## src/rtl/seq_mul_pkg.sv

```systemverilog
// Shared types and constants for the seq_mul shift-add multiplier.
package seq_mul_pkg;

  typedef enum logic [1:0] {
    IDLE = 2'd0,
    RUN  = 2'd1,
    DONE = 2'd2
  } state_t;

  localparam int WIDTH_DEF = 8;

  // Iteration counter width; must hold values 0..WIDTH-1.
  function automatic int cnt_w(input int w);
    return (w > 1) ? $clog2(w) : 1;
  endfunction

endpackage

```

## src/rtl/seq_mul_add.sv

```systemverilog
// Ripple add/subtract of multiplicand x and upper accumulator half y.
// Result is WIDTH+1 bits so the carry (unsigned) or sign (signed) is kept.
// SEQ_MUL_SIGNED_EN: operands are sign-extended instead of zero-extended.
module seq_mul_add #(
  parameter int WIDTH = 8
) (
  input  logic [WIDTH-1:0] x,
  input  logic [WIDTH-1:0] y,
  input  logic             sub,
  output logic [WIDTH:0]   s
);

  logic [WIDTH:0] xe, ye, xo, c;

`ifdef SEQ_MUL_SIGNED_EN
  assign xe = {x[WIDTH-1], x};
  assign ye = {y[WIDTH-1], y};
`else
  assign xe = {1'b0, x};
  assign ye = {1'b0, y};
`endif

  // Subtraction as y + ~x + 1: invert x, inject the +1 as carry-in.
  assign xo   = xe ^ {(WIDTH+1){sub}};
  assign c[0] = sub;

  genvar i;
  generate
    for (i = 0; i <= WIDTH; i++) begin : g_bit
      assign s[i] = xo[i] ^ ye[i] ^ c[i];
      if (i < WIDTH) begin : g_cy
        assign c[i+1] = (xo[i] & ye[i]) | (c[i] & (xo[i] ^ ye[i]));
      end
    end
  endgenerate

endmodule

```

## src/rtl/seq_mul.sv

```systemverilog
// Sequential shift-add multiplier: WIDTH RUN cycles per product, one
// DONE cycle, result in p. SEQ_MUL_SIGNED_EN selects two's-complement
// operands (arithmetic shift, subtract on the multiplier sign bit).
module seq_mul
  import seq_mul_pkg::*;
#(
  parameter int WIDTH = WIDTH_DEF
) (
  input  logic               clk,
  input  logic               rst,
  input  logic               start,
  input  logic [WIDTH-1:0]   a,
  input  logic [WIDTH-1:0]   b,
  output logic               busy,
  output logic               done,
  output logic [2*WIDTH-1:0] p
);

  localparam int             CW       = cnt_w(WIDTH);
  localparam logic [CW-1:0]  CNT_LAST = CW'(WIDTH-1);

  state_t             state, nxt;
  logic               take;
  logic               last;
  logic               sub;
  logic [CW-1:0]      cnt;
  logic [WIDTH-1:0]   mcand;
  logic [WIDTH-1:0]   mx;
  logic [2*WIDTH-1:0] acc, acc_nxt;
  logic [WIDTH:0]     sum;

  assign last = (state == RUN) && (cnt == CNT_LAST);
  assign busy = (state == RUN);
  assign done = (state == DONE);

`ifdef SEQ_MUL_SIGNED_EN
  // Multiplier sign bit has weight -2^(WIDTH-1): subtract on the final step.
  assign sub = last & acc[0];
`else
  assign sub = 1'b0;
`endif

  // Add the multiplicand only when the current multiplier bit is set.
  assign mx = acc[0] ? mcand : '0;

  seq_mul_add #(.WIDTH(WIDTH)) u_add (
    .x  (mx),
    .y  (acc[2*WIDTH-1:WIDTH]),
    .sub(sub),
    .s  (sum)
  );

  // Shift {carry/sign, acc} right by one; the WIDTH+1-bit sum drops in on top.
  assign acc_nxt = {sum, acc[WIDTH-1:1]};

  // Next-state: start accepted only in IDLE or DONE.
  always_comb begin
    nxt  = state;
    take = 1'b0;
    case (state)
      IDLE: if (start) begin nxt = RUN; take = 1'b1; end
      RUN:  if (cnt == CNT_LAST) nxt = DONE;
      DONE: begin
        if (start) begin nxt = RUN; take = 1'b1; end
        else       nxt = IDLE;
      end
      default: nxt = IDLE;
    endcase
  end

  // State register.
  always_ff @(posedge clk or posedge rst) begin
    if (rst) state <= IDLE;
    else     state <= nxt;
  end

  // Datapath: operand capture, iteration, result publish on DONE entry.
  always_ff @(posedge clk or posedge rst) begin
    if (rst) begin
      cnt   <= '0;
      mcand <= '0;
      acc   <= '0;
      p     <= '0;
    end else if (take) begin
      cnt   <= '0;
      mcand <= a;
      acc   <= {{WIDTH{1'b0}}, b};
    end else if (state == RUN) begin
      cnt <= cnt + 1'b1;
      acc <= acc_nxt;
      if (last) p <= acc_nxt;
    end
  end

endmodule
```

## config.mk

```make
export PLATFORM = sky130hd
export DESIGN_NAME = seq_mul
export DESIGN_NICKNAME = d
export VERILOG_FILES = /design/src/rtl/seq_mul_pkg.sv /design/src/rtl/seq_mul_add.sv /design/src/rtl/seq_mul.sv
export SDC_FILE = /design/constraint.sdc
export NUM_CORES = 1
export LEC_CHECK = 0
export CAP_MARGIN = 0
export CORE_MARGIN = 2
export CORE_UTILIZATION = 58
export CTS_BUF_LIST = sky130_fd_sc_hd__clkbuf_2
export DETAILED_ROUTE_END_ITERATION = 12
export GPL_TIMING_DRIVEN = 0
export PLACE_DENSITY = 0.93
export SKIP_CTS_REPAIR_TIMING = 1
export SYNTH_ARGS = -nofsm -noshare
export SYNTH_HDL_FRONTEND = slang
export SYNTH_SLANG_ARGS = --single-unit
```

## constraint.sdc

```tcl
create_clock -name clk -period 6.9 [get_ports clk]
set_input_delay 1.035 -clock clk [delete_from_list [all_inputs] [get_ports clk]]
set_output_delay 1.035 -clock clk [all_outputs]
set_load 0.01 [all_outputs]
```

After elaboration in Yosys (flattened, before gate mapping) --
Index checks and enable logic that the tools add are counted.
Word-level totals: bits of input ports 19, flip-flop bits (word level) 45, word-level logic and storage cells 66, output and inout bits 18
Cells by class: reductions and logical operators 6, bitwise operators 38, multiplexer cells 11, equal/unequal tests 5, add/subtract/negate cells 1
Operators by type and width (number):
- $mux 16 | 2
- $and 1x1->1 | 15
- $xor 1x1->1 | 15
- $mux 8 | 1
- $or 1x1->1 | 7
- $mux 3 | 2
- $pmux 2 s3 | 1
- $mux 2 | 2
- $add 3x1->3 const B | 1
- $eq 3x3->1 const B | 1
- $mux 1 | 3
- $reduce_and 3->1 | 1
- $eq 2x1->1 const B | 1
- $eq 2x2->1 const B | 1
- $logic_not 2->1 | 1
- $ne 2x1->1 const B | 1
- $ne 2x2->1 const B | 1
- $reduce_and 2->1 | 1
- $reduce_bool 2->1 | 1
- $reduce_or 2->1 | 1
- $logic_and 1x1->1 | 1
- $not 1->1 | 1

Longest topological paths before layout --
Gate-level depths: netlist of the first run.
word-level depth 18, depth in mapped cells 12, gate-level depth less buffers 11

By module --
A second synthesis of the first run with hierarchy kept.
Second synthesis, totals: cells, all modules 164, area, all modules 2174.6 um2
By module, submodules not included:
- seq_mul | cells an instance 133, sequential area each 1126.1 um2, area each 1884.3 um2, instances 1
- seq_mul_add | cells an instance 31, sequential area each 0.0 um2, area each 290.3 um2, instances 1

Least setup slack after synthesis of the first run --
Ideal clock, no wire load.
path type register to register, start register acc[0], end register p[14], data arrival time 3.684 ns, data required time 6.774 ns, cell stages (with the launch flop) 13, library setup time 0.126 ns, slack 3.090 ns, path buffers 1, period minus slack after synthesis 3.810 ns, cell sequence dfrtp_1 > clkbuf_1 > and2_1 > ha_1 > inv_1 > fa_1 > fa_1 > fa_1 > fa_1 > fa_1 > fa_1 > fa_1 > o21ai_0
On the way: longest elaborated chain between the ends 15, elaborated cells between the ends (all ways) 28, those cells by class mux (1); bitwise (27)
Ends and longest elaborated chain:
- start, declared | line seq_mul.sv:29 | logic [2*WIDTH-1:0] acc, acc_nxt;
- start signal, assigned | line seq_mul.sv:87 | acc <= {{WIDTH{1'b0}}, b};
- start signal, assigned | line seq_mul.sv:90 | acc <= acc_nxt;
- $mux 8 (*) | line seq_mul.sv:44 | assign mx = acc[0] ? mcand : '0;
- $and 1x1->1 / $xor 1x1->1 (equally long branches) | line seq_mul_add.sv:32 | assign c[i+1] = (xo[i] & ye[i]) | (c[i] & (xo[i] ^ ye[i]));
- $and 1x1->1 | line seq_mul_add.sv:32
- $or 1x1->1 | line seq_mul_add.sv:32
- $and 1x1->1 | line seq_mul_add.sv:32
- $or 1x1->1 | line seq_mul_add.sv:32
- $and 1x1->1 | line seq_mul_add.sv:32
- $or 1x1->1 | line seq_mul_add.sv:32
- $and 1x1->1 | line seq_mul_add.sv:32
- $or 1x1->1 | line seq_mul_add.sv:32
- $and 1x1->1 | line seq_mul_add.sv:32
- $or 1x1->1 | line seq_mul_add.sv:32
- $and 1x1->1 | line seq_mul_add.sv:32
- $or 1x1->1 | line seq_mul_add.sv:32
- $xor 1x1->1 (*) | line seq_mul_add.sv:30 | assign s[i] = xo[i] ^ ye[i] ^ c[i];
- end signal, assigned | line seq_mul.sv:91 | if (last) p <= acc_nxt;
- end, declared | line seq_mul.sv:16 | output logic [2*WIDTH-1:0] p
Every way passes the cells marked *; elsewhere a longest branch is shown, timed or not. A chain may end at the register's enable or synchronous reset.

Final worst setup path of the first run --
Same ends and word-level chain as after synthesis.

==> summary.txt, run 1 <==
Floorplan
  – Initial core utilization: 0.608
  – Die X-Extent: roughly 63 um
  – IO Pins: 37
  – Rows: 21
  – Area of the core: 3340 um^2
  – Die area: approximately 4000 um^2
  – Y dimension of the die: roughly 63 um

Min path
  – Type of the worst min-delay path: flip-flop to flip-flop
  – HP Start: mcand[7]$_DFFE_PP0P_

Global route
  – Vias in the first global route: ~1400
  – Total global-route track usage: 0.211
  – Wire length of the first global-routing pass: 6430 um
  – Antenna violations before repair: 0
  – Grt total ovfl: 0
  – Maximum number of pins on one net before global-route repair: 46

Setup path
  – Data required time at the worst endpoint: around 7.2 ns
  – Crit Path Class: flip-flop to flip-flop
  – Worst R2R Start: acc[0]$_DFFE_PP0P_
  – Arrival time of the worst setup path: 4.41 ns
  – Crit start category: flip-flop
  – Highest cell delay on the worst timing path: 0.51 ns
  – Cell at the slowest stage of the critical path: fa_1
  – Critical Path Source: acc[0]$_DFFE_PP0P_
  – Ordered list of cells on the worst path: clkbuf_1 > and2_1 > ha_1 > inv_1 > fa_1 > fa_1 > fa_1 > fa_1 > fa_1 > fa_1 > fa_1 > o21ai_0
  – CP Capture Type: flip-flop
  – Cell repeated most along the worst path: fa_1
  – Top fanout value on the critical path: 9

Route
  – WL final: 3620 um
  – Drt first pass iters: 4
  – Detailed router's first-iteration violation count: between 50 and 60
  – Remaining routing DRC violations: 0
  – Wire length per cell after detailed routing: 13.5 um
  – Remaining antenna violation count after routing: 0
  – Via count: 1419
  – Vias per Instance: 5.29

Logic synthesis
  – Synthesized instance count: between 150 and 200
  – Number of flip-flops and latches in the synthesized netlist: 45
  – Sequential cell area fraction in the yosys report: 0.555
  – Library cells used by synthesis: 24
  – Largest area contributor in the synthesized netlist: dfrtp_1
  – Largest cells by area after synthesis: dfrtp_1 (55%), nand2_1 (7.2%), fa_1 (6.9%), mux2_2 (3.9%), o2bb2ai_1 (3.5%)
  – YS warnings: 0
  – Synthesized area: roughly 2000 um^2
  – Average cell area after synthesis: approximately 11 um^2
  – Area fraction of the dominant cell type after synthesis: 0.555
  – Synthesized netlist net count: approximately 210

Clock tree
  – H-tree depth: 2
  – Number of buffers inserted during clock tree synthesis: 5
  – Clock slew at the register clock pins of the worst setup and hold paths: approximately 0.22 ns
  – Number of sinks driven by the clock tree: 45
  – Clock tree from TritonCTS: built
  – CTS root buffer: clkbuf_2
  – Clock latency reported for the late side of the worst-skew pair: ~0.40 ns
  – Number of buffers between clock root and the deepest sink: 2

Final layout
  – Multi-input gate area: between 700 and 800 um^2
  – Combined flip-flop and latch cell area: 1130 um^2
  – Final core occ: 0.745
  – Layout overhead on the synthesized area: 22.6%
  – Antenna diodes: 0
  – Fin nets: 250
  – Number of filler cells placed in the layout: ~240
  – Fraction of final layout cells sized beyond drive strength 1: 0.140

Power
  – Ratio of total power to cell area: 446 nW/um^2
  – Total chip power: about 0.0011 W
  – Reported leakage power: 1.11 nW
  – Peak supply drop: ~0.00022 V

STA
  – Post-layout worst setup margin: roughly 2.8 ns
  – Period utilization: 0.593
  – RSZ-0062 raised after global routing: false
  – Peak Freq: roughly 0.24 GHz
  – Setup TNS after final layout: 0 ns
  – Hold Fails Final Rpt: 0
  – Fin. max-slew vios: 0
  – Final setup vio count: 0
  – Worst slew margin relative to its limit: 0.416
  – Minimum clock period after layout: just over 4 ns
  – Worst-case clock skew: 0.0197 ns
  – Slew of the pin with the lowest slew margin: between 0.8 and 0.9 ns

Placed design
  – Input/output buffers: 36
  – Weighted congestion reported at the end of routability-driven placement: 0.782
  – Placement-stage worst setup slack: about 2.8 ns
  – Detailed-placement wirelength estimate: around 2700 um

Outcome
  – Outcome: complete, no violations

Job
  – Max-cap viol count: 0
-- flip-flops by register name (all words and copies together) (netlist names) --
signal	flops
p	16
state	2
acc	16
mcand	8
cnt	3
-- cells in the mapped netlist --
cell type  instances
a22o_1             2
and2_1             1
buf_2              2
buf_4              2
buf_6              5
clkbuf_1           1
dfrtp_1           45
fa_1               7
ha_1               3
inv_1             10
inv_2              1
mux2_2             7
mux2_4             3
nand2_1           39
nand2b_1           2
nand3_1            1
nand3b_4           1
nor2_1             9
nor2_4             1
nor2b_1            2
nor3_1             8
o21ai_0           10
o22ai_1            8
o2bb2ai_1          8
-- power by group --
group | internal [W] | total, W | switching (W)
sequential | 0.000387 | 0.000459 | 0.0000717
clock | 0.0000255 | 0.000105 | 0.0000793
combinational | 0.000277 | 0.000547 | 0.000270
total | 0.000690 | 0.00111 | 0.000421
-- layout make-up --
class	instances	share of cell area
tap	46	0.0231
inverter	11	0.0166
sequential	45	0.453
buffer	10	0.0342
timing repair buffer	36	0.145
clock inverter	2	0.00402
multi-input combinational	112	0.312
clock buffer	6	0.0121
-- final timing paths --
| path | cells past startpoint | slack (ns) | to |
|---|---|---|---|
| max reg2reg | 12 | 2.81 | p[14]$_DFFE_PP0P_ |
| max in group asynchronous | 2 | 5.24 | mcand[4]$_DFFE_PP0P_ |
| min in group asynchronous | 2 | 1.10 | p[8]$_DFFE_PP0P_ |
| min | 2 | 0.51 | mcand[7]$_DFFE_PP0P_ |
| min reg2reg | 2 | 0.51 | mcand[7]$_DFFE_PP0P_ |
| max | 12 | 2.81 | p[14]$_DFFE_PP0P_ |
-- metrics by stage --
stage | hold slack, ns | instances | instance area (um^2)
CTS | 0.512 | 268 | 2490
global route | 0.537 | 268 | 2490
global placement | 0.454 | 260 | 2450
floorplan | 0.437 | 178 | 2030
detailed placement | 0.470 | 260 | 2450
finish | 0.509 | 268 | 2490
-- per-layer routing --
| layer | part of all wire | track usage | routed length (um) |
|---|---|---|---|
| met4 | 0.011 | 0.0500 | 40 |
| met5 | 0 | 0 | 0 |
| met2 | 0.48 | 0.342 | 1720 |
| met1 | 0.46 | 0.286 | 1680 |
| met3 | 0.050 | 0.0554 | 182 |
-- kinds of logic after synthesis --
family                     count (synthesis)  share of synthesized area
AOI/OAI and AO/OA                         28                     0.0925
adders and majority gates                 10                     0.0875
buffers and inverters                     21                     0.0623
DFF                                       45                      0.555
muxes                                     10                     0.0610
and+or+nand+nor                           64                      0.142
-- critical path: cells and delay by family (launching register included) --
kind / cells / cell delay, ns
buf+inv: 2 / 0.33
simple gates: 1 / 0.19
flops: 1 / 0.37
fa+ha+maj: 8 / 3.05
compound gates: 1 / 0.09
-- cell usage in the layout, fill, tap and decap left out, types with 3 or more instances in the layout --
cell type / Yosys / layout
inv_1: 10 / 9
mux2_4: 3 / 3
nand2_1: 39 / 39
nor3_1: 8 / 8
clkbuf_2: 0 / 6
buf_6: 5 / 5
o2bb2ai_1: 8 / 8
clkdlybuf4s50_1: 0 / 36
ha_1: 3 / 3
fa_1: 7 / 7
mux2_2: 7 / 7
nor2_1: 9 / 9
o22ai_1: 8 / 8
dfrtp_1: 45 / 45
o21ai_0: 10 / 10
Note: power is estimated with default switching activity, not from simulation.
==> run 2: changes to the inputs <==
--- a/config.mk
+++ b/config.mk
@@ -7,11 +7,11 @@
 export LEC_CHECK = 0
 export CAP_MARGIN = 0
 export CORE_MARGIN = 2
-export CORE_UTILIZATION = 58
+export CORE_UTILIZATION = 49
 export CTS_BUF_LIST = sky130_fd_sc_hd__clkbuf_2
 export DETAILED_ROUTE_END_ITERATION = 12
 export GPL_TIMING_DRIVEN = 0
-export PLACE_DENSITY = 0.93
+export PLACE_DENSITY = 0.84
 export SKIP_CTS_REPAIR_TIMING = 1
 export SYNTH_ARGS = -nofsm -noshare
 export SYNTH_HDL_FRONTEND = slang
==> constraint.sdc (replaced) <==
create_clock -name clk -period 3.35 [get_ports clk]
set_input_delay 0.5025 -clock clk [delete_from_list [all_inputs] [get_ports clk]]
set_output_delay 0.5025 -clock clk [all_outputs]
set_load 0.01 [all_outputs]
==> summary.txt, run 2 (synthesis gave the netlist of run 1 again) <==
Setup path
  – Cell at the slowest stage of the critical path: fa_1 (unchanged)
  – Cell repeated most along the worst path: fa_2 (was fa_1)
  – Data required time at the worst endpoint: 3.68 ns (was 7.22 ns)
  – Arrival time of the worst setup path: 3.91 ns (was 4.41 ns)
  – Highest cell delay on the worst timing path: 0.51 ns (about the same)
  – Ordered list of cells on the worst path: buf_8 > and2_4 > ha_4 > inv_2 > fa_2 > fa_2 > fa_2 > fa_2 > fa_2 > fa_2 > fa_1 > o2bb2ai_1 (was clkbuf_1 > and2_1 > ha_1 > inv_1 > fa_1 > fa_1 > fa_1 > fa_1 > fa_1 > fa_1 > fa_1 > o21ai_0)
  – Top fanout value on the critical path: 5 (was 9)
  – Crit start category: flip-flop (unchanged)
  – CP Capture Type: flip-flop (unchanged)
  – Crit Path Class: flip-flop to flip-flop (unchanged)

Power
  – Reported leakage power: 1.13 nW (was 1.11 nW)
  – Peak supply drop: 0.000483 V (was 0.000221 V)
  – Ratio of total power to cell area: 914 nW/um^2 (was 446 nW/um^2)
  – Total chip power: 0.00234 W (was 0.00111 W)

Route
  – Drt first pass iters: 5 (was 4)
  – Vias per Instance: 5.09 (was 5.29)
  – Detailed router's first-iteration violation count: 80 (was 55)
  – Remaining routing DRC violations: 0 (unchanged)
  – WL final: 3630 um (was 3620 um)
  – Wire length per cell after detailed routing: 13.2 um (was 13.5 um)
  – Via count: 1396 (was 1419)
  – Remaining antenna violation count after routing: 0 (unchanged)

Final layout
  – Fraction of final layout cells sized beyond drive strength 1: 0.192 (was 0.140)
  – Number of filler cells placed in the layout: 342 (was 235)
  – Multi-input gate area: 807 um^2 (was 777 um^2)
  – Combined flip-flop and latch cell area: 1130 um^2 (unchanged)
  – Layout overhead on the synthesized area: 26.3% (was 22.6%)
  – Most common cell after layout, fill and taps aside: dfrtp_1 (unchanged)
  – Fin nets: 252 (was 250)
  – Registers with the most flip-flops: acc x16, p x16, mcand x8 (unchanged)
  – Antenna diodes: 0 (unchanged)
  – Top library cells by usage in the layout, fill and taps aside: dfrtp_1 (45), nand2_1 (39), clkdlybuf4s50_1 (36) (unchanged)

Floorplan
  – Die area: 4670 um^2 (was 3990 um^2)
  – Y dimension of the die: 68.4 um (was 63.2 um)
  – Area of the core: 4000 um^2 (was 3340 um^2)
  – Initial core utilization: 0.507 (was 0.608)
  – IO Pins: 37 (unchanged)
  – Rows: 23 (was 21)
  – Die X-Extent: 68.4 um (was 63.2 um)

STA
  – Minimum clock period after layout: 3.59 ns (was 4.09 ns)
  – Slew of the pin with the lowest slew margin: 0.236 ns (was 0.875 ns)
  – RSZ-0062 raised after global routing: true (was false)
  – Peak Freq: 0.279 GHz (was 0.244 GHz)
  – Worst slew margin relative to its limit: 0.843 (was 0.416)
  – Worst-case clock skew: 0.0166 ns (was 0.0197 ns)
  – Hold Fails Final Rpt: 0 (unchanged)
  – Period utilization: 1.07 (was 0.593)
  – Post-layout worst setup margin: -0.238 ns (was 2.81 ns)
  – Final setup vio count: 4 (was 0)
  – Setup TNS after final layout: -0.820 ns (was 0 ns)
  – Fin. max-slew vios: 0 (unchanged)

Clock tree
  – Clock latency reported for the late side of the worst-skew pair: 0.41 ns (was 0.40 ns)
  – Number of sinks driven by the clock tree: 45 (unchanged)
  – Number of buffers inserted during clock tree synthesis: 5 (unchanged)
  – Clock tree from TritonCTS: built (unchanged)
  – Clock slew at the register clock pins of the worst setup and hold paths: 0.21 ns (was 0.22 ns)
  – CTS root buffer: clkbuf_2 (unchanged)
  – H-tree depth: 2 (unchanged)
  – Number of buffers between clock root and the deepest sink: 2 (unchanged)

Outcome
  – Violated checks: setup timing
  – Outcome: finished with violations (was complete, no violations)

Placed design
  – Weighted congestion reported at the end of routability-driven placement: 0.744 (was 0.782)
  – Detailed-placement wirelength estimate: 2710 um (about the same)
  – Input/output buffers: 36 (unchanged)

Global route
  – Total global-route track usage: 0.179 (was 0.211)
  – Grt total ovfl: 0 (unchanged)
  – Vias in the first global route: 1323 (was 1391)
  – Maximum number of pins on one net before global-route repair: 46 (unchanged)
  – Wire length of the first global-routing pass: 6030 um (was 6430 um)
  – Antenna violations before repair: 0 (unchanged)

Min path
  – Type of the worst min-delay path: input pin to async pin (was flip-flop to flip-flop)

Job
  – Max-cap viol count: 0 (unchanged)
[run 2: through the flow]
| step | setup WS (ns) | instance area (um^2) | utilization | instances | hold WS [ns] |
|---|---|---|---|---|---|
| 2_1_floorplan | -0.116 | 2070 | - | 178 | 0.445 |
| 3_3_place_gp | -0.193 | 2490 | 0.623 | 264 | 0.459 |
| 3_5_place_dp | -0.218 | 2510 | 0.628 | 265 | 0.462 |
| 4_1_cts | -0.245 | 2550 | 0.639 | 273 | 0.379 |
| 5_1_grt | -0.281 | 2560 | 0.641 | 274 | 0.394 |
| 6_report | -0.238 | 2560 | 0.641 | 274 | 0.400 |
[run 2: power by group]
group / switching [W] / internal [W]
combinational: 0.000550 / 0.000616
sequential: 0.000156 / 0.000798
clock: 0.000166 / 0.0000577
[run 2: final timing paths]
check / depth (start not counted) / start / endpoint / slack [ns]
worst max-delay path: 12 / acc[0]$_DFFE_PP0P_ / acc[14]$_DFFE_PP0P_ / -0.24
min in group clk: 2 / mcand[5]$_DFFE_PP0P_ / mcand[5]$_DFFE_PP0P_ / 0.50
worst min register to register: 2 / mcand[5]$_DFFE_PP0P_ / mcand[5]$_DFFE_PP0P_ / 0.50
worst min-delay path: 3 / rst / p[14]$_DFFE_PP0P_ / 0.40
worst max register to register: 12 / acc[0]$_DFFE_PP0P_ / acc[14]$_DFFE_PP0P_ / -0.24
max in group asynchronous: 3 / rst / mcand[7]$_DFFE_PP0P_ / 2.73
[run 2: worst max-delay path: cells and delay by family (launching register included)]
kind	cells	cell delay, ns
adders and majority gates	8	2.72
buffers and inverters	2	0.15
and+or+nand+nor	1	0.14
DFF	1	0.42
AOI/OAI and AO/OA	1	0.07
[run 2: layer usage]
layer,vias up,routed length (um),global-route usage
met4,0,58,0.103
li1,686,-,-
met5,-,0,0
met2,35,1740,0.274
met1,669,1670,0.240
met3,6,155,0.0345
[run 2: cell type report]
| class | count | share of cell area |
|---|---|---|
| plain buffers | 10 | 0.0376 |
| clock buffers | 7 | 0.0137 |
| clock inverters | 1 | 0.00293 |
| inverters | 11 | 0.0161 |
| multi-input cells | 112 | 0.315 |
| flip-flops and latches | 45 | 0.439 |
| well taps | 50 | 0.0244 |
| repair buffers | 38 | 0.151 |
